--- config.mk ---
export PLATFORM = sky130hd
export DESIGN_NAME = multicycle_ctrl
export DESIGN_NICKNAME = d
export VERILOG_FILES = /design/src/rtl/multicycle_ctrl.sv
export SDC_FILE = /design/constraint.sdc
export NUM_CORES = 1
export LEC_CHECK = 0
export CORE_ASPECT_RATIO = 0.5
export CORE_MARGIN = 2
export CORE_UTILIZATION = 60
export CTS_BUF_LIST = sky130_fd_sc_hd__clkbuf_8
export DETAILED_ROUTE_END_ITERATION = 12
export DONT_BUFFER_PORTS = 1
export HOLD_SLACK_MARGIN = 0.15
export MAX_ROUTING_LAYER = met4
export PLACE_DENSITY = 0.8
export SYNTH_ARGS = -nofsm -noshare
export SYNTH_HDL_FRONTEND = slang
export SYNTH_SLANG_ARGS = --single-unit
--- constraint.sdc ---
create_clock -name clk -period 5.5 [get_ports clk]
set_clock_uncertainty 0.2 [all_clocks]
set_input_delay 0.275 -clock clk [delete_from_list [all_inputs] [get_ports clk]]
set_output_delay 0.275 -clock clk [all_outputs]
set_load 0.05 [all_outputs]
--- src/rtl/multicycle_ctrl.sv ---
// Control FSM for the RV32I multicycle datapath.
// It walks each instruction through FETCH, DECODE, EXEC, MEM and WB.
// It drives the datapath strobes and selects and counts retired
// instructions. It halts in TRAP on an illegal opcode, on ECALL/EBREAK,
// or when a memory port stays not-ready for too long.
// Ports:
//   clk, rst_n                    clock; async active-low reset
//   opcode                        instr[6:0] from the IR
//   imemReady, dmemReady          memory handshakes
//   branchTaken                   branch compare result from the ALU
//   imemReq, irWrite, pcWrite     fetch request, IR load, PC load
//   pcSrc, aluASel, aluBSel       PC source and ALU operand selects
//   dmemRead, dmemWrite           data memory requests
//   regWrite, wbSel               register write enable, writeback source
//   trap, trapCause, state        halt status and current FSM state
//   instrCount                    retired-instruction counter
module multicycle_ctrl #(
    parameter int CNT_W       = 32,
    parameter int MEM_TIMEOUT = 255
) (
    input  logic             clk,
    input  logic             rst_n,
    input  logic [6:0]       opcode,
    input  logic             imemReady,
    input  logic             dmemReady,
    input  logic             branchTaken,
    output logic             imemReq,
    output logic             irWrite,
    output logic             pcWrite,
    output logic [1:0]       pcSrc,
    output logic             aluASel,
    output logic             aluBSel,
    output logic             dmemRead,
    output logic             dmemWrite,
    output logic             regWrite,
    output logic [1:0]       wbSel,
    output logic             trap,
    output logic [1:0]       trapCause,
    output logic [2:0]       state,
    output logic [CNT_W-1:0] instrCount
);

    typedef enum logic [2:0] {
        S_IDLE   = 3'd0,
        S_FETCH  = 3'd1,
        S_DECODE = 3'd2,
        S_EXEC   = 3'd3,
        S_MEM    = 3'd4,
        S_WB     = 3'd5,
        S_TRAP   = 3'd7
    } state_e;

    localparam logic [6:0] OP_OP     = 7'b0110011;
    localparam logic [6:0] OP_OPIMM  = 7'b0010011;
    localparam logic [6:0] OP_LUI    = 7'b0110111;
    localparam logic [6:0] OP_AUIPC  = 7'b0010111;
    localparam logic [6:0] OP_JAL    = 7'b1101111;
    localparam logic [6:0] OP_JALR   = 7'b1100111;
    localparam logic [6:0] OP_BRANCH = 7'b1100011;
    localparam logic [6:0] OP_LOAD   = 7'b0000011;
    localparam logic [6:0] OP_STORE  = 7'b0100011;
    localparam logic [6:0] OP_FENCE  = 7'b0001111;
    localparam logic [6:0] OP_SYSTEM = 7'b1110011;

    // Wide enough to hold MEM_TIMEOUT-1.
    localparam int TW = $clog2(MEM_TIMEOUT) + 1;

    state_e            state_q, state_d;
    logic [6:0]        opReg_q;
    logic [TW-1:0]     tmo_q;
    logic [1:0]        cause_q, cause_d;
    logic [CNT_W-1:0]  cnt_q;

    logic is_op, is_opimm, is_lui, is_auipc, is_jal, is_jalr;
    logic is_br, is_ld, is_st, is_fence;
    logic legal;
    logic waiting, tmo_hit;

    assign is_op    = (opReg_q == OP_OP);
    assign is_opimm = (opReg_q == OP_OPIMM);
    assign is_lui   = (opReg_q == OP_LUI);
    assign is_auipc = (opReg_q == OP_AUIPC);
    assign is_jal   = (opReg_q == OP_JAL);
    assign is_jalr  = (opReg_q == OP_JALR);
    assign is_br    = (opReg_q == OP_BRANCH);
    assign is_ld    = (opReg_q == OP_LOAD);
    assign is_st    = (opReg_q == OP_STORE);
    assign is_fence = (opReg_q == OP_FENCE);

    // Legality is judged on the live IR opcode during DECODE.
    always_comb begin
        legal = 1'b0;
        case (opcode)
            OP_OP, OP_OPIMM, OP_LUI, OP_AUIPC, OP_JAL, OP_JALR,
            OP_BRANCH, OP_LOAD, OP_STORE, OP_FENCE: legal = 1'b1;
            default: legal = 1'b0;
        endcase
    end

    // A ready arriving in the last allowed cycle still wins over the trap.
    assign waiting = ((state_q == S_FETCH) && !imemReady)
                  || ((state_q == S_MEM) && !dmemReady);
    assign tmo_hit = waiting && (tmo_q == TW'(MEM_TIMEOUT - 1));

    always_comb begin
        state_d = state_q;
        cause_d = cause_q;
        unique case (state_q)
            S_IDLE: state_d = S_FETCH;
            S_FETCH: begin
                if (imemReady) begin
                    state_d = S_DECODE;
                end else if (tmo_hit) begin
                    state_d = S_TRAP;
                    cause_d = 2'd3;
                end
            end
            S_DECODE: begin
                if (legal) begin
                    state_d = S_EXEC;
                end else if (opcode == OP_SYSTEM) begin
                    state_d = S_TRAP;
                    cause_d = 2'd2;
                end else begin
                    state_d = S_TRAP;
                    cause_d = 2'd1;
                end
            end
            S_EXEC: begin
                if (is_br || is_fence) state_d = S_FETCH;
                else if (is_ld || is_st) state_d = S_MEM;
                else state_d = S_WB;
            end
            S_MEM: begin
                if (dmemReady) begin
                    state_d = is_ld ? S_WB : S_FETCH;
                end else if (tmo_hit) begin
                    state_d = S_TRAP;
                    cause_d = 2'd3;
                end
            end
            S_WB:   state_d = S_FETCH;
            S_TRAP: state_d = S_TRAP;
            default: state_d = S_IDLE;
        endcase
    end

    always_comb begin
        imemReq   = 1'b0;
        irWrite   = 1'b0;
        pcWrite   = 1'b0;
        pcSrc     = 2'd0;
        aluASel   = 1'b0;
        aluBSel   = 1'b0;
        dmemRead  = 1'b0;
        dmemWrite = 1'b0;
        regWrite  = 1'b0;
        wbSel     = 2'd0;
        // The operand and writeback selects stay stable from EXEC to WB.
        if (state_q == S_EXEC || state_q == S_MEM || state_q == S_WB) begin
            aluASel = is_auipc | is_jal;
            aluBSel = is_opimm | is_ld | is_st | is_jalr
                    | is_auipc | is_jal | is_lui;
            if (is_ld) wbSel = 2'd1;
            else if (is_jal || is_jalr) wbSel = 2'd2;
            else if (is_lui) wbSel = 2'd3;
        end
        unique case (state_q)
            S_FETCH: begin
                imemReq = 1'b1;
                irWrite = imemReady;
            end
            S_EXEC: begin
                if (is_br) begin
                    pcWrite = 1'b1;
                    pcSrc   = branchTaken ? 2'd1 : 2'd0;
                end else if (is_fence) begin
                    pcWrite = 1'b1;
                end
            end
            S_MEM: begin
                dmemRead  = is_ld;
                dmemWrite = is_st;
                if (is_st && dmemReady) pcWrite = 1'b1;
            end
            S_WB: begin
                regWrite = 1'b1;
                pcWrite  = 1'b1;
                if (is_jal) pcSrc = 2'd1;
                else if (is_jalr) pcSrc = 2'd2;
            end
            default: ;
        endcase
    end

    always_ff @(posedge clk or negedge rst_n) begin
        if (!rst_n) begin
            state_q <= S_IDLE;
            opReg_q <= 7'd0;
            tmo_q   <= '0;
            cause_q <= 2'd0;
            cnt_q   <= '0;
        end else begin
            state_q <= state_d;
            cause_q <= cause_d;
            if (state_q == S_DECODE && state_d == S_EXEC) opReg_q <= opcode;
            // Any state change clears the wait counter, covering entry
            // into FETCH and MEM.
            if (state_d != state_q) tmo_q <= '0;
            else if (waiting) tmo_q <= tmo_q + TW'(1);
            if (pcWrite) cnt_q <= cnt_q + CNT_W'(1);
        end
    end

    assign trap       = (state_q == S_TRAP);
    assign trapCause  = cause_q;
    assign state      = state_q;
    assign instrCount = cnt_q;

endmodule

==> impl_metrics.env, run 1 <==
export IMPL_area_delta_synth_final_pct=9.08
export IMPL_finalSetupTns_ns=0
export IMPL_critical_path_class="flop to primary output"
export IMPL_path_cells="inv_1, nor2_1, a21oi_1, nor3_2, o21bai_1"
export IMPL_place_ws_ns=2.10
export IMPL_hold_path_class="primary input to flop"
export IMPL_fin_ws_ns=1.74
export IMPL_status="finished clean"
export IMPL_cts_resized=0
export IMPL_num_fill_cells=358
export IMPL_viasPerCell=6.45
export IMPL_synth_cell_type_count=52
export IMPL_ys_seq_elements=53
export IMPL_min_from="imemReady"
export IMPL_clk_latency_ns=0.32
export IMPL_synth_main_ff_cell="dfrtp_1"
export IMPL_cp_required_ns=5.03
export IMPL_fmax_mhz=266
export IMPL_worst_setup_path_end_kind="primary output"
export IMPL_rr_startpoint="state[2]"
export IMPL_grt_max_degree=54
export IMPL_tightestPinTransition_ns=1.08
export IMPL_worstSetupStartpointType="flop"
export IMPL_grt_pass1_vias=2245
export IMPL_start_util_pct=64.8
export IMPL_netlist_top_cells_count="dfrtp_1 (53), xor2_1 (22), nor3_1 (20), nand3_1 (19)"
export IMPL_setup_viol=0
export IMPL_ant_nets=0
export IMPL_dr_pass1_iters=5
export IMPL_yosys_warnings=0
export IMPL_wl_per_cell_um=18.4
export IMPL_num_rows=17
export IMPL_crit_buf_inv=1
export IMPL_antenna_cells=0
export IMPL_vdd_drop_max_v=0.000295
export IMPL_drtIter0Drc=107
export IMPL_syn_nets=308
export IMPL_path_max_fanout=13
export IMPL_drive_gt1_share_pct=11.5
export IMPL_fin_crit_sh_pct=68.4
export IMPL_pwr_density_cell_nw_per_um2=428
export IMPL_slew_headroom_pct=28.1
export IMPL_ys_seq_area_share_pct=45.0
export IMPL_h_tree_depth=2
export IMPL_die_y_um=53.6
export IMPL_avgSynthCellArea_um2=10.1
export IMPL_cts_sinks=53
export IMPL_max_stage_delay_ns=0.91
export IMPL_antenna_found_initial=0
export IMPL_dieArea_um2=5520
export IMPL_routed_wl_mm=6.79
export IMPL_vias=2386
export IMPL_yosys_area_top_type="dfrtp_1"
export IMPL_core_um2=4550
export IMPL_rsz0062_at_grt="no"
export IMPL_critical_path_slowest_cell="dfrtp_1"
export IMPL_p_leak_nw=1.37
export IMPL_worstSetupStartpoint="state[1]"
export IMPL_synthCells=293
export IMPL_port_buffers=0
export IMPL_final_max_slew_viol_count=0
export IMPL_crit_family="simple AND/OR/NAND/NOR gates"
export IMPL_post_route_drc_count=0
export IMPL_dp_hpwl_mm=4.70
export IMPL_synthArstFlopShare_pct=100
export IMPL_cap_violations=0
export IMPL_nets=318
export IMPL_post_route_util_pct=70.6
export IMPL_hold_viol=0
export IMPL_synth_cell_area_um2=2950
export IMPL_grt_pass1_wl_mm=11.1
export IMPL_finalCriticalPeriod_ns=3.76
export IMPL_cp_data_arrival_time_ns=3.29
export IMPL_ios=62
export IMPL_gp_congestion=0.920
export IMPL_synth_edff_count=0
export IMPL_path_clk_slew_ns=0.09
export IMPL_clockBufferDepth=2
export IMPL_synth_most_common_cell="dfrtp_1"
export IMPL_yosys_top_cells_area="dfrtp_1 (45%), xor2_1 (6.5%), xnor2_1 (5.1%), nor3_1 (3.4%), nand3_1 (3.2%)"
export IMPL_synth_top_area_share_pct=45.0
export IMPL_die_w_um=103
export IMPL_cts_tree="yes"
export IMPL_clock_root_buffer="clkbuf_8"
export IMPL_globalRouteTotalUtil_pct=27.7
export IMPL_numCtsBuffers=5
export IMPL_gr_total_overflow=0
-- worst register-to-register path, stage by stage, from the launching register on --
cell      delay (ns)
dfrtp_1         1.07
nor4b_4         0.11
a31oi_1         0.44
o32ai_2         0.24
o311ai_2        0.68
a21oi_1         0.17
-- cell families (layout without fill, tap and decap cells) --
kind of cell	Yosys count	count (layout)	synth area share (%)
AO/OA/AOI/OAI	37	37	9.76
multiplexers	7	7	2.63
flip-flops	53	53	45.0
AND/OR/NAND/NOR	135	135	26.7
adder cells (fa/ha/maj)	3	3	1.27
XOR/XNOR	39	39	11.6
buffers and inverters	19	30	3.06
-- final cells by class --
class / count / area [um2] / share of cell area, %
Inverter: 11 / 41.3 / 1.28
Clock buffer: 5 / 68.8 / 2.14
Multi-Input combinational cell: 221 / 1560 / 48.4
Sequential cell: 53 / 1330 / 41.2
Timing Repair Buffer: 11 / 125 / 3.89
Clock inverter: 3 / 15.0 / 0.467
Tap cell: 66 / 82.6 / 2.57
-- cell usage in the layout, fill, tap and decap left out, drive strengths merged, types with 4 or more instances in the layout --
| cell type | Yosys | routed |
|---|---|---|
| xnor2 | 17 | 17 |
| nor4 | 9 | 9 |
| nand2b | 6 | 6 |
| dlygate4sd3 | 0 | 9 |
| o21ai | 4 | 4 |
| a31oi | 4 | 4 |
| nand2 | 18 | 18 |
| and3 | 7 | 7 |
| nor2 | 17 | 17 |
| nand4 | 14 | 14 |
| nand3 | 19 | 19 |
| dfrtp | 53 | 53 |
| inv | 11 | 13 |
| a21oi | 13 | 13 |
| mux2 | 6 | 6 |
| and2 | 4 | 4 |
| xor2 | 22 | 22 |
| clkbuf | 3 | 5 |
| nor3 | 21 | 21 |
-- final timing paths --
check	end	slack, ns	depth (start not counted)
worst max register to register	tmo_q[0]	2.44	5
worst min register to register	opReg_q[1]	0.37	1
min in group asynchronous	state[1]	0.30	2
max in group asynchronous	instrCount[6]	4.59	2
worst min-delay path	tmo_q[7]	0.19	3
worst max-delay path	aluBSel	1.74	5
-- report_power, final --
group | total [mW] | internal [mW] | switching (mW)
clock network | 0.220 | 0.0869 | 0.133
registers | 0.681 | 0.444 | 0.237
logic | 0.476 | 0.173 | 0.303
-- metrics by stage --
step / std cells / hold WS (ns) / power, mW / area [um2]
2_1_floorplan: 293 / -0.221 / 1.06 / 2950
3_3_place_gp: 352 / -0.219 / 1.13 / 3010
3_5_place_dp: 352 / -0.219 / 1.14 / 3010
4_1_cts: 370 / 0.162 / 1.37 / 3220
5_1_grt: 370 / 0.210 / 1.46 / 3220
6_report: 370 / 0.195 / 1.38 / 3220
-- metal layers --
metal  vias to the layer above  track usage (%)  wire (um)
met2                       103             40.8       3170
li1                       1082                -          -
met3                        10             7.79        579
met4                         0             8.77         65
met5                         -                -          0
met1                      1191             37.6       2980
-- what timing repair did --
action / in CTS / in global routing
buffers inserted: 0 / 0
hold buffers: 10 / 0
endpoints found under the hold margin: 61 / 0
-- registers in the layout, indices dropped and copies added, names as in the netlist --
| name | cells |
|---|---|
| trapCause | 2 |
| state | 3 |
| instrCount | 32 |
| opReg_q | 7 |
| tmo_q | 9 |
Power figures use the tool's default switching activity.
==> run 2, diff against run 1 <==
--- a/config.mk
+++ b/config.mk
@@ -5,6 +5,7 @@
 export SDC_FILE = /design/constraint.sdc
 export NUM_CORES = 1
 export LEC_CHECK = 0
+export ABC_AREA = 1
 export CORE_ASPECT_RATIO = 0.5
 export CORE_MARGIN = 2
 export CORE_UTILIZATION = 60
==> constraint.sdc (replaced) <==
create_clock -name clk -period 3.8 [get_ports clk]
set_clock_uncertainty 0.2 [all_clocks]
set_input_delay 0.19 -clock clk [delete_from_list [all_inputs] [get_ports clk]]
set_output_delay 0.19 -clock clk [all_outputs]
set_load 0.05 [all_outputs]
==> impl_metrics.env, run 2 <==
export IMPL_die_y_um=57.1
export IMPL_clockBufferDepth=2
export IMPL_synth_cell_area_um2=3380
export IMPL_p_sw_mw=0.208
export IMPL_cp_required_ns=3.41
export IMPL_holdPathStages=6
export IMPL_final_cell_mix="nand2_1 (129), inv_1 (58), nor2_1 (57)"
export IMPL_grt_max_degree=54
export IMPL_cts_tree="yes"
export IMPL_h_tree_depth=2
export IMPL_worst_setup_path_end_kind="primary output"
export IMPL_globalRouteTotalUtil_pct=25.6
export IMPL_drive_gt1_share_pct=9.54
export IMPL_largest_register_ff_count=32
export IMPL_yosys_top_cells_area="dfrtp_1 (39%), nand2_1 (14%), xor2_1 (6.7%), inv_1 (6.3%), nor2_1 (6.3%)"
export IMPL_final_max_slew_viol_count=0
export IMPL_die_w_um=110
export IMPL_numCtsBuffers=5
export IMPL_critical_path_class="flop to primary output"
export IMPL_min_from="opcode[2]"
export IMPL_synth_most_common_cell="nand2_1"
export IMPL_switching_share_pct=20.8
export IMPL_dr_pass1_iters=4
export IMPL_p_clk_share_pct=39.5
export IMPL_synth_edff_count=0
export IMPL_ys_seq_area_share_pct=39.2
export IMPL_fin_area_um2=3730
export IMPL_netlist_top_cells_count="nand2_1 (129), inv_1 (57), nor2_1 (57), dfrtp_1 (53)"
export IMPL_cts_sinks=53
export IMPL_path_clk_slew_ns=0.09
export IMPL_path_max_fanout=9
export IMPL_cp_data_arrival_time_ns=2.48
export IMPL_pwr_density_cell_nw_per_um2=268
export IMPL_post_route_drc_count=0
export IMPL_synth_main_ff_cell="dfrtp_1"
export IMPL_power_frac_seq_pct=56.8
export IMPL_ys_seq_elements=53
export IMPL_antenna_found_initial=0
export IMPL_status="finished clean"
export IMPL_nets=496
export IMPL_yosys_area_top_type="dfrtp_1"
export IMPL_avgSynthCellArea_um2=7.31
export IMPL_port_buffers=0
export IMPL_core_um2=5470
export IMPL_viasPerCell=5.31
export IMPL_dieArea_um2=6290
export IMPL_synth_cell_type_count=30
export IMPL_gr_total_overflow=0
export IMPL_reg2reg_to="instrCount[9]"
export IMPL_worstSetupStartpointType="flop"
export IMPL_ant_nets=0
export IMPL_yosys_warnings=0
export IMPL_grt_pass1_vias=2705
export IMPL_gp_congestion=0.894
export IMPL_p_leak_nw=1.72
export IMPL_pwr_share_comb_pct=3.7
export IMPL_tightestPinTransition_ns=0.894
export IMPL_slew_headroom_pct=40.2
export IMPL_synthArstFlopShare_pct=100
export IMPL_reg2reg_depth=8
export IMPL_antenna_cells=0
export IMPL_cap_violations=0
export IMPL_finalSetupTns_ns=0
export IMPL_dp_hpwl_mm=5.44
export IMPL_wl_per_cell_um=13.4
export IMPL_grt_pass1_wl_mm=12.1
export IMPL_multi_input_area_um2=1770
export IMPL_start_util_pct=61.8
export IMPL_clk_latency_ns=0.30
export IMPL_p_int_mw=0.793
export IMPL_vdd_drop_max_v=0.000222
export IMPL_postPlaceCellArea_um2=3480
export IMPL_r2r_setup_slack_ns=0.95
export IMPL_clock_root_buffer="clkbuf_8"
export IMPL_hold_path_endpoint="state[2]"
export IMPL_cts_resized=0
export IMPL_num_rows=19
export IMPL_vias=2945
export IMPL_hold_viol=0
export IMPL_syn_nets=477
export IMPL_fmax_mhz=349
export IMPL_finalCriticalPeriod_ns=2.87
export IMPL_rsz0062_at_grt="no"
export IMPL_post_cts_setup_buffers=0
export IMPL_synth_top_area_share_pct=39.2
export IMPL_rr_startpoint="state[0]"
export IMPL_num_fill_cells=477
export IMPL_drtIter0Drc=211
export IMPL_routed_wl_mm=7.41
export IMPL_fin_crit_sh_pct=75.5
export IMPL_regArea_um2=1330
export IMPL_cts_hold_buf=12
export IMPL_setup_viol=0
export IMPL_final_common_cell="nand2_1"
export IMPL_area_delta_synth_final_pct=10.4
export IMPL_synthCells=462
export IMPL_ios=62
export IMPL_hold_path_class="primary input to flop"
run 2: per-layer routing:
metal	wire length [um]	global-route usage (%)
met1	3510	34.4
met2	3340	40.0
met3	459	5.37
met4	103	6.96
met5	0	-
run 2: kinds of logic after synthesis:
| kind of cell | after synthesis | share of synthesized area [%] |
|---|---|---|
| adders and majority gates | 3 | 1.11 |
| xor gates and xnor gates | 38 | 9.85 |
| and+or+nand+nor | 265 | 35.9 |
| buffers and inverters | 70 | 8.66 |
| DFF | 53 | 39.2 |
| AOI/OAI and AO/OA | 33 | 5.22 |
run 2: per-stage QoR:
stage	util, %	worst slack, ns	power [mW]	hold slack (ns)	cells
after global placement	63.6	1.08	0.592	-0.304	535
after global routing	68.2	0.739	1.04	0.200	555
after CTS	68.2	0.915	1.01	0.153	555
after detailed placement	63.6	1.01	0.592	-0.304	535
after floorplan	-	0.931	0.590	-0.306	462
final	68.2	0.931	1.00	0.172	555
run 2: critical path, cell delays in order, from the launching register on:
cell and delay, ns:
dfrtp_1 0.90, nand2_1 0.24, nor2_2 0.20, a21oi_1 0.11
nor2_1 0.74
run 2: worst max-delay path by stage:
stage	from	end
finish	state[0]	aluASel
global route	state[0]	instrCount[9]
CTS	state[0]	aluASel
detailed placement	state[0]	instrCount[9]
global placement	state[0]	instrCount[21]
floorplan	state[0]	pcSrc[1]
run 2: power groups by stage:
stage,logic (mW),clock network [mW],registers (mW)
final,0.0367,0.395,0.569
after CTS,0.0365,0.403,0.569
after detailed placement,0.0119,0,0.580
after floorplan,0.00998,0,0.580
after global routing,0.0417,0.430,0.569
after global placement,0.0117,0,0.580
run 2: area by class of cell:
type                    instances  share of cell area (%)
flip-flops and latches         53                    35.6
inverters                      63                    6.41
clock inverters                 2                   0.906
repair buffers                 19                    5.10
well taps                      73                    2.45
multi-input cells             339                    47.4
clock buffers                   6                    2.21
==> run 3, diff against run 2 <==
==> constraint.sdc (replaced) <==
create_clock -name clk -period 3 [get_ports clk]
set_clock_uncertainty 0.2 [all_clocks]
set_input_delay 0.15 -clock clk [delete_from_list [all_inputs] [get_ports clk]]
set_output_delay 0.15 -clock clk [all_outputs]
set_load 0.05 [all_outputs]
==> impl_metrics.env, run 3 (same netlist as run 2, synthesis figures left out) <==
export IMPL_pwr_density_cell_nw_per_um2=315
export IMPL_p_int_mw=0.945
export IMPL_numCtsBuffers=5
export IMPL_place_ws_ns=0.671
export IMPL_globalRouteTotalUtil_pct=27.0
export IMPL_hold_viol=0
export IMPL_viasPerCell=5.31
export IMPL_ant_nets=0
export IMPL_h_tree_depth=2
export IMPL_cts_sinks=53
export IMPL_final_max_slew_viol_count=0
export IMPL_die_y_um=57.1
export IMPL_pwr_share_comb_pct=3.8
export IMPL_fin_ws_ns=0.214
export IMPL_cap_violations=0
export IMPL_path_max_fanout=12
export IMPL_area_delta_synth_final_pct=14.7
export IMPL_slew_headroom_pct=59.8
export IMPL_finalSetupTns_ns=0
export IMPL_final_cells=575
export IMPL_dr_pass1_iters=5
export IMPL_dieArea_um2=6290
export IMPL_path_cells="inv_4, nor3_1, inv_1, nor2_2, nand2_1, dlygate4sd3_1, o21ai_0"
export IMPL_hold_slack_ns=0.174
export IMPL_post_cts_setup_buffers=0
export IMPL_power_frac_seq_pct=58.9
export IMPL_p_clk_share_pct=37.3
export IMPL_fin_crit_sh_pct=92.9
export IMPL_setup_viol=0
export IMPL_grt_pass1_wl_mm=12.9
export IMPL_path_clk_slew_ns=0.10
export IMPL_drtIter0Drc=178
export IMPL_die_w_um=110
export IMPL_worst_setup_path_end_kind="flop"
export IMPL_nets=516
export IMPL_vias=3055
export IMPL_ios=62
export IMPL_post_route_drc_count=0
export IMPL_final_cell_mix="nand2_1 (129), inv_1 (57), nor2_1 (56)"
export IMPL_clock_root_buffer="clkbuf_8"
export IMPL_core_um2=5470
export IMPL_finalCriticalPeriod_ns=2.79
export IMPL_gp_congestion=0.886
export IMPL_rsz0062_at_grt="no"
export IMPL_port_buffers=0
export IMPL_cts_tree="yes"
export IMPL_dpl_cell_count=551
export IMPL_cp_data_arrival_time_ns=2.82
export IMPL_critical_path_class="flop to flop"
export IMPL_largest_register_ff_count=32
export IMPL_cp_required_ns=3.03
export IMPL_fmax_mhz=359
export IMPL_drive_gt1_share_pct=12.7
export IMPL_dp_hpwl_mm=5.61
export IMPL_p_sw_mw=0.279
export IMPL_post_route_util_pct=70.9
export IMPL_gr_total_overflow=0
export IMPL_clk_latency_ns=0.31
export IMPL_max_stage_delay_ns=0.74
export IMPL_num_rows=19
export IMPL_vdd_drop_max_v=0.000226
export IMPL_worstSetupStartpointType="flop"
export IMPL_clockBufferDepth=2
export IMPL_hold_path_class="primary input to async pin"
export IMPL_final_common_cell="nand2_1"
export IMPL_antenna_found_initial=0
export IMPL_start_util_pct=61.8
export IMPL_critical_path_slowest_cell="dfrtp_1"
export IMPL_switching_share_pct=22.8
export IMPL_grt_pass1_vias=2840
export IMPL_tightestPinTransition_ns=0.604
export IMPL_antenna_cells=0
export IMPL_routed_wl_mm=7.84
export IMPL_p_leak_nw=1.80
export IMPL_grt_max_degree=54
export IMPL_status="finished clean"
export IMPL_wl_per_cell_um=13.6
-- run 3: power by group through the flow --
| stage | Clock (mW) | Sequential (mW) | Combinational (mW) |
|---|---|---|---|
| 6_report | 0.456 | 0.721 | 0.0469 |
| 5_1_grt | 0.494 | 0.721 | 0.0528 |
| 4_1_cts | 0.455 | 0.720 | 0.0467 |
| 3_5_place_dp | 0 | 0.735 | 0.0153 |
| 3_3_place_gp | 0 | 0.734 | 0.0149 |
| 2_1_floorplan | 0 | 0.734 | 0.0126 |
-- run 3: path summary, 6_finish.rpt --
path	start	endpoint	slack (ns)	cells past startpoint
setup reg to reg	state[1]	opReg_q[4]	0.21	7
hold reg to reg	opReg_q[0]	opReg_q[0]	0.28	1
setup / recovery	state[1]	opReg_q[4]	0.21	7
hold / removal	rst_n	tmo_q[1]	0.17	2
min in group clk	opcode[4]	state[2]	0.19	7
max in group asynchronous	rst_n	instrCount[14]	2.20	2
-- run 3: layer usage --
layer / part of all wire (%) / vias to the layer above / global-route usage (%)
met5: 0 / - / -
met1: 48 / 1426 / 36.0
met2: 45 / 95 / 42.2
met3: 6.0 / 7 / 6.74
met4: 0.68 / 0 / 6.25
li1: - / 1527 / -
-- run 3: critical path, delay by kind of cell, from the launching register on --
family	cells	cell delay [ns]
simple gates	3	0.86
compound gates	1	0.07
buf+inv	3	0.83
flops	1	0.74
-- run 3: layout make-up --
class	instances	area, um2
multi-input combinational	339	1770
fill	456	1590
sequential	53	1330
timing repair buffer	39	350
inverter	63	239
clock buffer	7	96.3
tap	73	91.3
clock inverter	1	5.00
-- run 3: metrics by stage --
stage,total power [mW],instance area [um2]
after floorplan,0.747,3380
after global placement,0.749,3600
after detailed placement,0.750,3600
after CTS,1.22,3870
after global routing,1.27,3880
final,1.22,3880
-- run 3: what timing repair did --
action | 4_1_cts | 5_1_grt
gates resized for setup | 0 | 1
endpoints found under the hold margin | 66 | 0
endpoints found under the setup margin | 0 | 3
hold buffers | 16 | 0
